$ cat config.mk
export PLATFORM = sky130hd
export DESIGN_NAME = ball_tracker
export DESIGN_NICKNAME = d
export VERILOG_FILES = /design/src/rtl/ball_tracker_pkg.sv /design/src/rtl/ball_predictor.sv /design/src/rtl/ball_tracker.sv
export SDC_FILE = /design/constraint.sdc
export NUM_CORES = 1
export LEC_CHECK = 0
export ABC_AREA = 1
export BUFFER_PORTS_ARGS = -buffer_cell sky130_fd_sc_hd__buf_4
export CAP_MARGIN = 20
export CORE_MARGIN = 2
export CORE_UTILIZATION = 50
export DETAILED_ROUTE_END_ITERATION = 8
export HOLD_SLACK_MARGIN = 0.1
export MAX_ROUTING_LAYER = met4
export PLACE_DENSITY = 0.77
export SYNTH_ARGS = -nofsm -noshare
export SYNTH_HDL_FRONTEND = slang
export SYNTH_HIERARCHICAL = 1
export SYNTH_SLANG_ARGS = --single-unit
$ cat constraint.sdc
create_clock -name CLK -period 4.3 [get_ports CLK]
set_clock_uncertainty 0.05 [all_clocks]
set_input_delay 0.645 -clock CLK [delete_from_list [all_inputs] [get_ports CLK]]
set_output_delay 0.645 -clock CLK [all_outputs]
set_load 0.01 [all_outputs]
$ cat src/rtl/ball_tracker_pkg.sv
// Shared types, widths and tuning constants for the ball tracker and its landing predictor.
package ball_tracker_pkg;

  localparam int XW = 6;
  localparam int YW = 5;
  localparam int VW = 8;
  localparam int CW = 13;

  localparam int COLS        = 40;
  localparam int ROWS        = 30;
  localparam int MIN_COUNT   = 8;
  localparam int MAX_JUMP    = 6;
  localparam int ACQ_FRAMES  = 2;
  localparam int LOST_FRAMES = 4;
  localparam int TARGET_ROW  = 29;

  typedef enum logic [1:0] {
    ST_IDLE    = 2'd0,
    ST_ACQUIRE = 2'd1,
    ST_TRACK   = 2'd2,
    ST_COAST   = 2'd3
  } state_t;

  typedef logic signed [VW-1:0] sval_t;

  localparam sval_t X_MAX    = sval_t'(COLS - 1);
  localparam sval_t Y_MAX    = sval_t'(ROWS - 1);
  localparam sval_t JUMP_MAX = sval_t'(MAX_JUMP);
  localparam sval_t TGT_ROW  = sval_t'(TARGET_ROW);

  function automatic sval_t from_x(input logic [XW-1:0] x);
    return sval_t'({{(VW-XW){1'b0}}, x});
  endfunction

  function automatic sval_t from_y(input logic [YW-1:0] y);
    return sval_t'({{(VW-YW){1'b0}}, y});
  endfunction

  function automatic sval_t abs_s(input sval_t v);
    if (v[VW-1]) begin
      return -v;
    end else begin
      return v;
    end
  endfunction

endpackage

$ cat src/rtl/ball_predictor.sv
// Iterative landing-column engine: one step per cycle, reflecting off the side walls,
// until the ball row reaches the target row.
module ball_predictor
  import ball_tracker_pkg::*;
(
  input  logic          CLK,
  input  logic          RST_N,
  input  logic          start,
  input  logic          abort,
  input  logic [XW-1:0] x0,
  input  logic [YW-1:0] y0,
  input  logic [VW-1:0] vx0,
  input  logic [VW-1:0] vy0,
  output logic          busy,
  output logic          done,
  output logic [XW-1:0] x_out
);

  sval_t         x_r, y_r, vx_r, vy_r;
  logic          busy_r, done_r;
  logic [XW-1:0] x_out_r;

  sval_t src_x_s, src_y_s, src_vx_s, src_vy_s;
  sval_t sum_x_s, nx_s, nvx_s, ny_s;
  logic  hit_s;

  // One step from the start point (first cycle) or the running state, with one wall reflection.
  always_comb begin
    if (start) begin
      src_x_s  = from_x(x0);
      src_y_s  = from_y(y0);
      src_vx_s = sval_t'(vx0);
      src_vy_s = sval_t'(vy0);
    end else begin
      src_x_s  = x_r;
      src_y_s  = y_r;
      src_vx_s = vx_r;
      src_vy_s = vy_r;
    end
    sum_x_s = src_x_s + src_vx_s;
    ny_s    = src_y_s + src_vy_s;
    if (sum_x_s[VW-1]) begin
      nx_s  = -sum_x_s;
      nvx_s = -src_vx_s;
    end else if (sum_x_s > X_MAX) begin
      nx_s  = X_MAX + X_MAX - sum_x_s;
      nvx_s = -src_vx_s;
    end else begin
      nx_s  = sum_x_s;
      nvx_s = src_vx_s;
    end
    hit_s = (ny_s >= TGT_ROW);
  end

  // Step engine state; abort drops any work in flight, including a completion.
  always_ff @(posedge CLK or negedge RST_N) begin
    if (!RST_N) begin
      x_r     <= 8'sd0;
      y_r     <= 8'sd0;
      vx_r    <= 8'sd0;
      vy_r    <= 8'sd0;
      busy_r  <= 1'b0;
      done_r  <= 1'b0;
      x_out_r <= 6'd0;
    end else if (abort) begin
      busy_r <= 1'b0;
      done_r <= 1'b0;
    end else if (start || busy_r) begin
      x_r    <= nx_s;
      y_r    <= ny_s;
      vx_r   <= nvx_s;
      vy_r   <= src_vy_s;
      busy_r <= !hit_s;
      done_r <= hit_s;
      if (hit_s) begin
        x_out_r <= nx_s[XW-1:0];
      end
    end else begin
      done_r <= 1'b0;
    end
  end

  assign busy  = busy_r;
  assign done  = done_r;
  assign x_out = x_out_r;

endmodule

$ cat src/rtl/ball_tracker.sv
// Per-frame acquire/track/coast tracker with gating and clamped extrapolation; drives the
// landing predictor and publishes its result.
module ball_tracker
  import ball_tracker_pkg::*;
(
  input  logic          CLK,
  input  logic          RST_N,
  input  logic          FRAME_VALID,
  input  logic [XW-1:0] BALL_X,
  input  logic [YW-1:0] BALL_Y,
  input  logic [CW-1:0] BALL_COUNT,
  output logic [XW-1:0] TRACK_X,
  output logic [YW-1:0] TRACK_Y,
  output logic [VW-1:0] VEL_X,
  output logic [VW-1:0] VEL_Y,
  output logic [1:0]    STATE,
  output logic [XW-1:0] PRED_X,
  output logic          PRED_VALID
);

  state_t        state_r;
  logic [XW-1:0] track_x_r;
  logic [YW-1:0] track_y_r;
  sval_t         vel_x_r, vel_y_r;
  logic [2:0]    acq_cnt_r, miss_cnt_r;
  logic          upd_r;
  logic [XW-1:0] pred_x_r;
  logic          pred_valid_r;

  logic          det_s, gate_s, accept_s, zero_s, pred_ok_s, start_s, abort_s;
  sval_t         ex_s, ey_s, dvx_s, dvy_s, cvx_s, cvy_s;
  logic [XW-1:0] cx_s;
  logic [YW-1:0] cy_s;
  logic [2:0]    acq_next_s, miss_next_s;
  logic          pred_busy_s, pred_done_s;
  logic [XW-1:0] pred_xo_s;

  // Detection, gating against the expected position, and clamped coast extrapolation.
  always_comb begin
    det_s    = (BALL_COUNT >= CW'(MIN_COUNT));
    ex_s     = from_x(track_x_r) + vel_x_r;
    ey_s     = from_y(track_y_r) + vel_y_r;
    gate_s   = (abs_s(from_x(BALL_X) - ex_s) <= JUMP_MAX) &&
               (abs_s(from_y(BALL_Y) - ey_s) <= JUMP_MAX);
    accept_s = det_s && gate_s;
    dvx_s    = from_x(BALL_X) - from_x(track_x_r);
    dvy_s    = from_y(BALL_Y) - from_y(track_y_r);
    if (ex_s[VW-1]) begin
      cx_s  = 6'd0;
      cvx_s = 8'sd0;
    end else if (ex_s > X_MAX) begin
      cx_s  = X_MAX[XW-1:0];
      cvx_s = 8'sd0;
    end else begin
      cx_s  = ex_s[XW-1:0];
      cvx_s = vel_x_r;
    end
    if (ey_s[VW-1]) begin
      cy_s  = 5'd0;
      cvy_s = 8'sd0;
    end else if (ey_s > Y_MAX) begin
      cy_s  = Y_MAX[YW-1:0];
      cvy_s = 8'sd0;
    end else begin
      cy_s  = ey_s[YW-1:0];
      cvy_s = vel_y_r;
    end
    acq_next_s  = acq_cnt_r + 3'd1;
    miss_next_s = miss_cnt_r + 3'd1;
    zero_s      = FRAME_VALID && !accept_s &&
                  ((state_r == ST_ACQUIRE) ||
                   ((state_r == ST_COAST) && (miss_next_s >= 3'(LOST_FRAMES))));
    pred_ok_s   = (state_r == ST_TRACK) && !vel_y_r[VW-1] && (vel_y_r != 8'sd0) &&
                  (from_y(track_y_r) < TGT_ROW);
    start_s     = upd_r && pred_ok_s;
    abort_s     = FRAME_VALID && (pred_busy_s || start_s);
  end

  // Tracker state machine; all tracker registers move only on a frame.
  always_ff @(posedge CLK or negedge RST_N) begin
    if (!RST_N) begin
      state_r    <= ST_IDLE;
      track_x_r  <= 6'd0;
      track_y_r  <= 5'd0;
      vel_x_r    <= 8'sd0;
      vel_y_r    <= 8'sd0;
      acq_cnt_r  <= 3'd0;
      miss_cnt_r <= 3'd0;
    end else if (FRAME_VALID) begin
      case (state_r)
        ST_IDLE: begin
          if (det_s) begin
            track_x_r <= BALL_X;
            track_y_r <= BALL_Y;
            vel_x_r   <= 8'sd0;
            vel_y_r   <= 8'sd0;
            acq_cnt_r <= 3'd1;
            state_r   <= ST_ACQUIRE;
          end
        end
        ST_ACQUIRE: begin
          if (accept_s) begin
            track_x_r <= BALL_X;
            track_y_r <= BALL_Y;
            vel_x_r   <= dvx_s;
            vel_y_r   <= dvy_s;
            if (acq_next_s >= 3'(ACQ_FRAMES)) begin
              acq_cnt_r <= 3'd0;
              state_r   <= ST_TRACK;
            end else begin
              acq_cnt_r <= acq_next_s;
            end
          end else begin
            track_x_r <= 6'd0;
            track_y_r <= 5'd0;
            vel_x_r   <= 8'sd0;
            vel_y_r   <= 8'sd0;
            acq_cnt_r <= 3'd0;
            state_r   <= ST_IDLE;
          end
        end
        ST_TRACK: begin
          if (accept_s) begin
            track_x_r <= BALL_X;
            track_y_r <= BALL_Y;
            vel_x_r   <= dvx_s;
            vel_y_r   <= dvy_s;
          end else begin
            track_x_r  <= cx_s;
            track_y_r  <= cy_s;
            vel_x_r    <= cvx_s;
            vel_y_r    <= cvy_s;
            miss_cnt_r <= 3'd1;
            state_r    <= ST_COAST;
          end
        end
        ST_COAST: begin
          if (accept_s) begin
            track_x_r  <= BALL_X;
            track_y_r  <= BALL_Y;
            vel_x_r    <= dvx_s;
            vel_y_r    <= dvy_s;
            miss_cnt_r <= 3'd0;
            state_r    <= ST_TRACK;
          end else if (zero_s) begin
            track_x_r  <= 6'd0;
            track_y_r  <= 5'd0;
            vel_x_r    <= 8'sd0;
            vel_y_r    <= 8'sd0;
            miss_cnt_r <= 3'd0;
            state_r    <= ST_IDLE;
          end else begin
            track_x_r  <= cx_s;
            track_y_r  <= cy_s;
            vel_x_r    <= cvx_s;
            vel_y_r    <= cvy_s;
            miss_cnt_r <= miss_next_s;
          end
        end
        default: begin
          state_r <= ST_IDLE;
        end
      endcase
    end
  end

  // Publish predictions; a restart or loss of the predicting condition withdraws PRED_VALID.
  always_ff @(posedge CLK or negedge RST_N) begin
    if (!RST_N) begin
      upd_r        <= 1'b0;
      pred_x_r     <= 6'd0;
      pred_valid_r <= 1'b0;
    end else begin
      upd_r <= FRAME_VALID;
      if (zero_s) begin
        pred_x_r     <= 6'd0;
        pred_valid_r <= 1'b0;
      end else if (start_s || !pred_ok_s) begin
        pred_valid_r <= 1'b0;
      end else if (pred_done_s && !FRAME_VALID) begin
        pred_x_r     <= pred_xo_s;
        pred_valid_r <= 1'b1;
      end
    end
  end

  ball_predictor u_predictor (
    .CLK   (CLK),
    .RST_N (RST_N),
    .start (start_s),
    .abort (abort_s),
    .x0    (track_x_r),
    .y0    (track_y_r),
    .vx0   (vel_x_r),
    .vy0   (vel_y_r),
    .busy  (pred_busy_s),
    .done  (pred_done_s),
    .x_out (pred_xo_s)
  );

  assign TRACK_X    = track_x_r;
  assign TRACK_Y    = track_y_r;
  assign VEL_X      = vel_x_r;
  assign VEL_Y      = vel_y_r;
  assign STATE      = state_r;
  assign PRED_X     = pred_x_r;
  assign PRED_VALID = pred_valid_r;

endmodule
# [After elaboration in Yosys (flattened, before gate mapping)]
# Cells that the tools add are included.
[word_totals] regBits=83 latch_bits=0 ram_bits=0 rom_bits=0 inputBits=27 output_inout_bits=36 wordCells=150 mem_count=0
[classes] n_addsub=15 multipliers=0 div=0 n_lt_le_gt_ge=10 eq_ne=8 n_shift=0 muxes=66 bitwise=1 n_reduce_logical=33
[ops] op="$mux W8" count=23
[ops] op="$pmux W8 S4" count=2
[ops] op="$mux W6" count=10
[ops] op="$mux W5" count=7
[ops] op="$neg A8 Y8" count=4
[ops] op="$pmux W6 S4" count=1
[ops] op="$pmux W5 S4" count=1
[ops] op="$mux W3" count=6
[ops] op="$add A8 B8 Y8" count=2
[ops] op="$gt A8 B7 Y1 const B" count=2
[ops] op="$le A8 B4 Y1 const B" count=2
[ops] op="$ge A13 B4 Y1 const B" count=1
[ops] op="$mux W2" count=6
[ops] op="$pmux W3 S2" count=2
[ops] op="$logic_and A1 B1 Y1" count=11
[ops] op="$reduce_and A3 Y1" count=3
[ops] op="$add A6 B8 Y8" count=1
[ops] op="$add A7 B8 Y8" count=1
[ops] op="$ge A8 B6 Y1 const B" count=1
[ops] op="$gt A8 B6 Y1 const B" count=1
[ops] op="$pmux W2 S4" count=1
[ops] op="$reduce_bool A2 Y1" count=4
[ops] op="$reduce_bool A8 Y1" count=1
[ops] op="$sub A6 B8 Y8" count=1
[ops] op="21 further kinds" count=39

# [Depth between registers and ports, before layout]
# Gate-level depths: netlist of run 1.
[depth] word_depth=13 mapped_depth=28

# [By module]
# The synthesis of run 1 kept the hierarchy.
[modules_own_cells] mod="ball_tracker" instances=1 cells_per_inst=723 area_per_inst_um2=4561.9 seq_area_each_um2=1076.0
[modules_own_cells] mod="ball_predictor" instances=1 cells_per_inst=468 area_per_inst_um2=3159.3 seq_area_each_um2=1001.0

# [Worst setup path after synthesis of run 1]
# Ideal clock, no wire load.
[synth_timing] path_kind="reg2reg" startpoint="register track_y_r[0] (netlist: TRACK_Y[0])" endpoint="register miss_cnt_r[0]" arrival_time_ps=3691 required_ps=4137 path_slack_ps=446 path_stages_with_launch=27 path_buffers=1 period_less_slack_ps=3854 path_cell_list="dfrtp_1 > ha_1 > fa_1 > a31oi_1 > xor2_1 > ha_1 > a21oi_1 > o21ai_0 > a21oi_1 > inv_1 > nand3_1 > nand2_1 > nand2_4 > nand2_1 > nand2_1 > nand2_1 > nor2_1 > nand3_1 > a21oi_4 > nand2_4 > inv_2 > buf_4 > nand2_1 > nand3_1 > nand2_1 > nand2_1 > inv_1"
[synth_via] elab_chain_cells=13 elab_cells_between_ends=15 cone_classes="add/sub: 3; order compare: 1; eq/ne: 1; mux: 4; reduce/logical: 6"
[synth_rtl] element="from (decl)" line_no="ball_tracker.sv:23" rtl="logic [YW-1:0] track_y_r;"
[synth_rtl] element="from (signal assigned)" line_no="ball_tracker.sv:130" rtl="track_y_r <= cy_s;"
[synth_rtl] element="from (signal assigned)" line_no="ball_tracker.sv:154" rtl="track_y_r <= cy_s;"
[synth_rtl] element="$add A6 B8 Y8 (*)" line_no="ball_tracker.sv:42" rtl="ey_s = from_y(track_y_r) + vel_y_r;"
[synth_rtl] element="$sub A6 B8 Y8 (*)" line_no="ball_tracker.sv:44" rtl="(abs_s(from_y(BALL_Y) - ey_s) <= JUMP_MAX);"
[synth_rtl] element="$neg A8 Y8" line_no="ball_tracker_pkg.sv:41" rtl="return -v;"
[synth_rtl] element="$mux W8 (*)" line_no="ball_tracker_pkg.sv:40" rtl="if (v[VW-1]) begin"
[synth_rtl] element="$le A8 B4 Y1 (*)" line_no="ball_tracker.sv:44"
[synth_rtl] element="$logic_and A1 B1 Y1 (*)" line_no="ball_tracker.sv:43" rtl="gate_s = (abs_s(from_x(BALL_X) - ex_s) <= JUMP_MAX) &&"
[synth_rtl] element="$logic_and A1 B1 Y1 (*)" line_no="ball_tracker.sv:45" rtl="accept_s = det_s && gate_s;"
[synth_rtl] element="$logic_not A1 Y1" line_no="ball_tracker.sv:70" rtl="zero_s = FRAME_VALID && !accept_s &&"
[synth_rtl] element="$logic_and A1 B1 Y1 (2 in series)" line_no="ball_tracker.sv:70"
[synth_rtl] element="$mux W3" line_no="ball_tracker.sv:145" rtl="end else if (zero_s) begin"
[synth_rtl] element="$mux W3" line_no="ball_tracker.sv:138" rtl="if (accept_s) begin"
[synth_rtl] element="$pmux W3 S2" line_no="ball_tracker.sv:90" rtl="case (state_r)"
[synth_rtl] element="to (signal assigned)" line_no="ball_tracker.sv:157" rtl="miss_cnt_r <= miss_next_s;"
[synth_rtl] element="to (decl)" line_no="ball_tracker.sv:25" rtl="logic [2:0] acq_cnt_r, miss_cnt_r;"
# Every way passes the cells marked *; elsewhere a longest branch is shown, timed or not.
# A chain may end at the register's enable or synchronous reset.

# [Worst setup path after layout of run 1]
[layout_timing] startpoint="register vel_y_r[0] (netlist: VEL_Y[0])" endpoint="register track_x_r[5] (netlist: TRACK_X[5])"
[layout_via] elab_chain_cells=13 elab_cells_between_ends=15 cone_classes="add/sub: 3; order compare: 1; mux: 6; reduce/logical: 5"
[layout_rtl] element="from (decl)" line_no="ball_tracker.sv:24" rtl="sval_t vel_x_r, vel_y_r;"
[layout_rtl] element="from (signal assigned)" line_no="ball_tracker.sv:106" rtl="vel_y_r <= dvy_s;"
[layout_rtl] element="from (signal assigned)" line_no="ball_tracker.sv:127" rtl="vel_y_r <= dvy_s;"
[layout_rtl] element="from (signal assigned)" line_no="ball_tracker.sv:132" rtl="vel_y_r <= cvy_s;"
[layout_rtl] element="$add A6 B8 Y8 (*)" line_no="ball_tracker.sv:42"
[layout_rtl] element="$sub A6 B8 Y8 (*)" line_no="ball_tracker.sv:44"
[layout_rtl] element="$neg A8 Y8" line_no="ball_tracker_pkg.sv:41"
[layout_rtl] element="$mux W8 (*)" line_no="ball_tracker_pkg.sv:40"
[layout_rtl] element="$le A8 B4 Y1 (*)" line_no="ball_tracker.sv:44"
[layout_rtl] element="$logic_and A1 B1 Y1 (*)" line_no="ball_tracker.sv:43"
[layout_rtl] element="$logic_and A1 B1 Y1 (*)" line_no="ball_tracker.sv:45"
[layout_rtl] element="$logic_not A1 Y1" line_no="ball_tracker.sv:70"
[layout_rtl] element="$logic_and A1 B1 Y1 (2 in series)" line_no="ball_tracker.sv:70"
[layout_rtl] element="$mux W6" line_no="ball_tracker.sv:145"
[layout_rtl] element="$mux W6" line_no="ball_tracker.sv:138"
[layout_rtl] element="$pmux W6 S4 (*)" line_no="ball_tracker.sv:90"
[layout_rtl] element="to (signal assigned)" line_no="ball_tracker.sv:129" rtl="track_x_r <= cx_s;"
[layout_rtl] element="to (signal assigned)" line_no="ball_tracker.sv:153" rtl="track_x_r <= cx_s;"
[layout_rtl] element="to (decl)" line_no="ball_tracker.sv:22" rtl="logic [XW-1:0] track_x_r;"
# Marked as above.

==> run metrics, run 1 <==
Synth area leaders dfrtp_1, nand2_1, ha_1, nand3_1, inv_1; Startpoint Class register; Root Buffer clkbuf_16; vias in the first global route 7389; RSZ-0062 raised after global routing yes; xor/xnor share of the synthesized area 2.37%; final count of hold timing violations 0; total global routing overflow 0; leakage 4.88 nW; Fmax 241 MHz; final setup vio count 0; synth warn 6; Nets 1360; GR Util met1 35.8%; register area share after synthesis 26.9%; Worst IR Drop VDD 0.300 mV; Tcrit/Tclk final 96.5%; IO Count 63; share of cells above drive strength 1 15.5%; worst-skew pair later-pin latency 0.35 ns; largest area contributor in the netlist dfrtp_1; Die Width 128 um; largest net degree at the start of global routing 84; max cap viols 0; Non-Filler Instances 1466; final wirelength 20600 um; number of synthesized flops with an enable pin 0; final setup TNS 0 ns; CTS tree built; Die Y 128 um; IO buf count 59; Initial Util 51.0%; Worst Max-Slew Pin Slew 0.785 ns; WP data required 4.48 ns; DP HPWL 15100 um; Overall Global Routing Usage 26.4%; core area 15100 um^2; Tmin final 4.15 ns; grt peak-use layer met2; crit path max fanout 18; Pwr Density 514 nW/um^2; DR vias 8001; GPL Wtd Cong 0.896; post-synthesis mux area share 0%; Area growth syn-to-layout 17.4%; row count 45; Setup Crit Path Kind reg -> reg; Ant. Diodes 0; Routed WL per cell 14.1 um; clk slew on worst S/H paths 0.07 ns; Synth Area in Simple Gates 40.1%; antenna violations before repair 0; Yosys cell types 47; compound-gate portion of the synthesized area 10.9%; Clock Path Buffers 2; mapped cell area 7720 um^2; Hold Buf Count CTS 0; DR DRC count 0; CTS sink cnt 83; Yosys top cell area share 26.9%; Initial DRC Count 588; total power 4.65 mW; Final Max Tran Viols 0; Placed Cells incl. Taps 1441; critical path capture point type register; met2 usage 41.6%; drt pass-1 iters 5; Yosys reg bits 83; Worst EP arrival 4.33 ns; cells after synthesis 1191; Mapped Avg Cell Area 6.48 um^2; first-pass GRT wire length 34500 um; H-tree depth 3; worst rel slew slack 47.6%; Fill cells 1427; largest family of logic cells by synthesized area simple AND/OR/NAND/NOR gates; top_reg_cell synth dfrtp_1; total CTS buffers 9; WHS 0.124 ns; DIE AREA 16500 um^2; hold crit path type in -> async; share of synthesized cell area in full adder, half adder and majority cells 10.5%; Net Count, Synth 1278; met3 Usage GRT 3.17%; status finished clean; Via density 5.46; post-route ant nets 0; async set-reset flop share out of synthesis 100%
cell usage in the layout, fill, tap and decap left out, drive strengths merged, types with 2 or more instances in the layout:
cell type | netlist | routed
a211oi | 3 | 3
a21o | 3 | 3
a21oi | 44 | 44
a31oi | 4 | 4
buf | 16 | 98
clkbuf | 11 | 10
dfrtp | 83 | 83
fa | 8 | 8
ha | 52 | 52
inv | 149 | 152
nand2 | 410 | 410
nand3 | 125 | 125
nand3b | 6 | 6
nand4 | 28 | 28
nor2 | 100 | 100
nor3 | 9 | 9
nor4 | 3 | 3
o211ai | 2 | 2
o21a | 3 | 3
o21ai | 89 | 89
or2 | 17 | 17
xnor2 | 6 | 6
xor2 | 14 | 14
stage by stage:
step / utilization [%] / setup WS [ns] / cell area, um^2
after floorplan: - / 0.446 / 7720
after CTS: 58.0 / 0.0324 / 8780
after global routing: 59.8 / -0.0911 / 9060
after detailed placement: 55.9 / 0.00400 / 8470
after global placement: 55.9 / 0.0525 / 8470
final: 59.8 / 0.149 / 9060
area by class of cell:
type,count,area (um^2),area share (%)
clock inverter,6,68.8,0.759
multi-input combinational,932,5100,56.3
inverter,149,567,6.26
tap,188,235,2.60
timing repair buffer,98,772,8.52
sequential,83,2080,22.9
clock buffer,10,239,2.64
cells in the mapped netlist, types with 3 or more instances:
library cell and count:
o21a_1 3, ha_1 52, nand3_1 117, o21ai_0 62, inv_2 8, nand2_1 394
nor4_1 3, xnor2_1 6, dfrtp_1 83, nand3b_1 6, nand4_1 28, a31oi_1 4
clkbuf_1 11, nand2_4 5, inv_1 141, buf_6 4, o21ai_2 5, o21ai_1 22
or2_2 9, nor2_1 97, a21o_1 3, nand3_2 7, buf_2 10, xor2_1 13
nand2_2 10, a21oi_1 42, nor3_1 8, a211oi_1 3, fa_1 8, or2_1 8
power breakdown:
part | total (mW) | switching (mW) | internal (mW)
sequential | 1.06 | 0.105 | 0.957
clock | 0.814 | 0.343 | 0.471
combinational | 2.78 | 1.79 | 0.986
worst max-delay path: stages, from the launching register on:
cell and delay (ns):
dfrtp_1 0.42, ha_4 0.19, fa_2 0.41, a31oi_2 0.22
xor2_1 0.23, ha_2 0.35, a21oi_2 0.16, o21ai_2 0.07
a21oi_2 0.14, inv_2 0.07, nand2_4 0.08, nor2_4 0.04
nand2_2 0.07, nand2_4 0.08, nand2_1 0.07, o21ai_1 0.06
nor2_1 0.12, nand3_2 0.12, a21oi_4 0.27, nand2_4 0.15
buf_6 0.19, or2_2 0.28, nand3_1 0.12, a21oi_1 0.08
cell families after synthesis:
logic type / count (synthesis)
buffers and inverters: 176
AND/OR/NAND/NOR: 700
adder cells (fa/ha/maj): 60
XOR/XNOR: 20
flip-flops: 83
AO/OA/AOI/OAI: 152
routing by layer:
layer,up-vias,share of wire [%]
met1,3703,46
met3,42,5.7
met2,239,46
met4,0,2.2
met5,-,0
li1,4017,-
timing repair:
action | CTS | global route
cloned | 0 | 1
gates resized for setup | 1 | 59
endpoints found under the setup margin | 2 | 39
pin swaps | 0 | 22
buffers inserted | 0 | 7
final timing paths:
check,start,to,slack [ns],depth (start not counted)
worst min register to register,u_predictor/y_r[6],u_predictor/y_r[6],0.43,2
min in group CLK,u_predictor/y_r[6],u_predictor/y_r[6],0.43,2
max in group asynchronous,RST_N,u_predictor/y_r[6],3.47,2
worst max-delay path,VEL_Y[0],TRACK_X[5],0.15,23
worst max register to register,VEL_Y[0],TRACK_X[5],0.15,23
worst min-delay path,RST_N,TRACK_X[1],0.12,1
state kept, by name, indices dropped and copies added, names as in the netlist, named ones only:
register / cells
PRED_VALID: 1
PRED_X: 6
STATE: 1
TRACK_X: 6
TRACK_Y: 5
VEL_X: 8
VEL_Y: 8
acq_cnt_r: 3
miss_cnt_r: 3
u_predictor/busy: 1
u_predictor/done: 1
u_predictor/vx_r: 8
u_predictor/vy_r: 8
u_predictor/x_out: 6
u_predictor/x_r: 8
u_predictor/y_r: 8
upd_r: 1
Power figures use the tool's default switching activity.
==> run 2, diff against run 1 <==
--- a/config.mk
+++ b/config.mk
@@ -5,7 +5,6 @@
 export SDC_FILE = /design/constraint.sdc
 export NUM_CORES = 1
 export LEC_CHECK = 0
-export ABC_AREA = 1
 export BUFFER_PORTS_ARGS = -buffer_cell sky130_fd_sc_hd__buf_4
 export CAP_MARGIN = 20
 export CORE_MARGIN = 2
@@ -13,7 +12,7 @@
 export DETAILED_ROUTE_END_ITERATION = 8
 export HOLD_SLACK_MARGIN = 0.1
 export MAX_ROUTING_LAYER = met4
-export PLACE_DENSITY = 0.77
+export PLACE_DENSITY = 0.78
 export SYNTH_ARGS = -nofsm -noshare
 export SYNTH_HDL_FRONTEND = slang
 export SYNTH_HIERARCHICAL = 1
==> run 2 against run 1 <==
The flow now finishes with violations (negative setup slack). Synthesized cell count is 31% lower. Highest routed layer unchanged. Via count down 6.1%. Core utilization up 10 points.
==> run metrics, run 2 <==
status finished with violations; failing checks negative setup slack; hold crit path type in -> async; Overall Global Routing Usage 27.9%; Root Buffer clkbuf_16; final setup TNS -0.597 ns; total CTS buffers 9; post-synthesis mux area share 8.32%; Reg2Reg Depth 17; final setup vio count 14; largest area contributor in the netlist dfrtp_1; GPL Wtd Cong 0.919; Fmax 228 MHz; IO buf count 59; Via density 6.18; delay-heaviest family, CP compound AO/OA/AOI/OAI gates; top-count cell post-synth dfrtp_1; worst-skew pair later-pin latency 0.36 ns; commonest non-fill, non-tap cells in the layout buf_4, dfrtp_1, nor2_1, inv_1, nand2_1; post-route ant nets 0; fin util 69.8%; Die Y 126 um; Final Instance Area 10200 um^2; Synth area leaders dfrtp_1, ha_1, mux2_1, xnor2_1, nor2_1; total global routing overflow 0; Initial DRC Count 839; final count of hold timing violations 0; critical path capture point type register; share of cells above drive strength 1 37.6%; max cap viols 0; row count 44; vias in the first global route 7296; final setup margin -0.0872 ns; Nets 1113; DP HPWL 16000 um; commonest non-fill, non-tap cell in the layout buf_4; RR Endpoint u_predictor/vx_r[7]; DR DRC count 0; DR vias 7510; Ant. Diodes 0; core area 14600 um^2; Tcrit/Tclk final 102%; Tmin final 4.39 ns; xor/xnor share of the synthesized area 5.04%; antenna violations before repair 0; DIE AREA 15900 um^2; top_reg_cell synth dfrtp_1; CTS sink cnt 83; RSZ-0062 raised after global routing yes; Yosys top cell area share 27.8%; R2R Path Start TRACK_Y[0]; placed inst area 9260 um^2; Worst IR Drop VDD 0.317 mV; Yosys cell types 101; Placed Cells incl. Taps 1184; IO Count 63; share of synthesized cell area in full adder, half adder and majority cells 10.8%; WP data required 4.49 ns; H-tree depth 3; register area share after synthesis 27.8%; Die Width 126 um; Net Count, Synth 909; drt pass-1 iters 7; compound-gate portion of the synthesized area 26.4%; crit path max fanout 7; number of synthesized flops with an enable pin 0; Routed WL per cell 18.9 um; Setup Crit Path Kind reg -> reg; Worst EP arrival 4.58 ns; Reg2Reg Setup Slack -0.09 ns; first-pass GRT wire length 35200 um; Area growth syn-to-layout 36.2%; worst path buffer plus inverter count 3; clk slew on worst S/H paths 0.07 ns; CTS tree built; Worst Max-Slew Pin Slew 0.872 ns; leakage 4.77 nW; Pwr Density 551 nW/um^2; Yosys reg bits 83; Non-Filler Instances 1215; worst rel slew slack 41.5%; Synth Area in Simple Gates 16.9%; Mapped Avg Cell Area 9.09 um^2; crit-path max cell delay 0.53 ns; final wirelength 22900 um; synth warn 6; CP cell instances o2111ai_2 -> o41ai_2 -> or4_4 -> nor2_4 -> buf_4 -> mux2i_2 -> inv_1 -> ha_4 -> fa_2 -> a211o_1 -> a2111o_1 -> o311ai_4 -> a31oi_4 -> buf_12 -> a22oi_2 -> mux2i_1 -> o211ai_1; Clock Path Buffers 2; cells after synthesis 822; mapped cell area 7480 um^2; Startpoint Class register; async set-reset flop share out of synthesis 100%; Initial Util 51.2%; largest family of logic cells by synthesized area compound AO/OA/AOI/OAI gates; Final Max Tran Viols 0; synth cell count leaders dfrtp_1, nor2_1, inv_1; largest net degree at the start of global routing 53; Critical Path Slowest Stage Cell or4_4
-- run 2: cell count changes after synthesis, moves of 26 or more --
cell | previous run | this run
nand2_1 | 394 | 53
nand3_1 | 117 | 15
inv_1 | 141 | 55
nor2_1 | 97 | 59
o21ai_0 | 62 | 27
mux2_1 | 0 | 26
-- run 2: through the flow --
stage	total power [mW]	worst slack (ns)	hold slack, ns
floorplan	3.05	-0.330	0.299
CTS	5.24	-0.0331	0.315
global placement	4.19	-0.268	0.410
global route	5.93	-0.209	0.338
finish	5.61	-0.0872	0.277
detailed placement	4.28	-0.353	0.431
-- run 2: layout make-up --
type / instances / area (um^2)
Tap cell: 184 / 230
Inverter: 56 / 210
Sequential cell: 83 / 2080
Clock buffer: 9 / 225
Timing Repair Buffer: 219 / 1730
Fill cell: 1015 / 4410
Clock inverter: 7 / 81.3
Multi-Input combinational cell: 657 / 5620
-- run 2: kinds of logic (layout without fill, tap and decap cells) --
family | after synthesis | count (layout)
flip-flops | 83 | 83
adder cells (fa/ha/maj) | 60 | 60
AND/OR/NAND/NOR | 239 | 239
AO/OA/AOI/OAI | 258 | 258
multiplexers | 57 | 57
XOR/XNOR | 43 | 43
buffers and inverters | 82 | 291
-- run 2: what timing repair did --
action | in CTS | in global routing
gates resized for setup | 38 | 64
hold buffers | 0 | 0
setup endpoints to repair | 60 | 58
buffers inserted | 8 | 7
gates cloned | 0 | 0
pin swaps | 16 | 28
-- run 2: how the worst max path moves through the flow --
| stage | cells after the start | slack [ns] | start | endpoint |
|---|---|---|---|---|
| 6_report | 17 | -0.09 | TRACK_Y[0] | u_predictor/vx_r[7] |
| 2_1_floorplan | 18 | -0.33 | TRACK_Y[1] | u_predictor/x_r[4] |
| 5_1_grt | 17 | -0.21 | TRACK_Y[1] | u_predictor/x_out[1] |
| 4_1_cts | 16 | -0.03 | VEL_Y[1] | u_predictor/vx_r[7] |
| 3_3_place_gp | 18 | -0.27 | TRACK_Y[0] | u_predictor/x_out[0] |
| 3_5_place_dp | 16 | -0.35 | VEL_Y[0] | VEL_Y[1] |
-- run 2: layer usage --
| layer | global-route usage [%] | wire length (um) | up-vias | share of wire, % |
|---|---|---|---|---|
| li1 | - | - | 3501 | - |
| met2 | 45.2 | 11200 | 317 | 49 |
| met5 | - | 0 | - | 0 |
| met4 | 9.95 | 698 | 0 | 3.0 |
| met1 | 35.6 | 9740 | 3625 | 42 |
| met3 | 4.12 | 1300 | 67 | 5.7 |
-- run 2: report_power, final --
group	switching, mW	internal, mW
logic	2.08	1.74
registers	0.0799	0.880
clock network	0.371	0.462
total	2.53	3.08
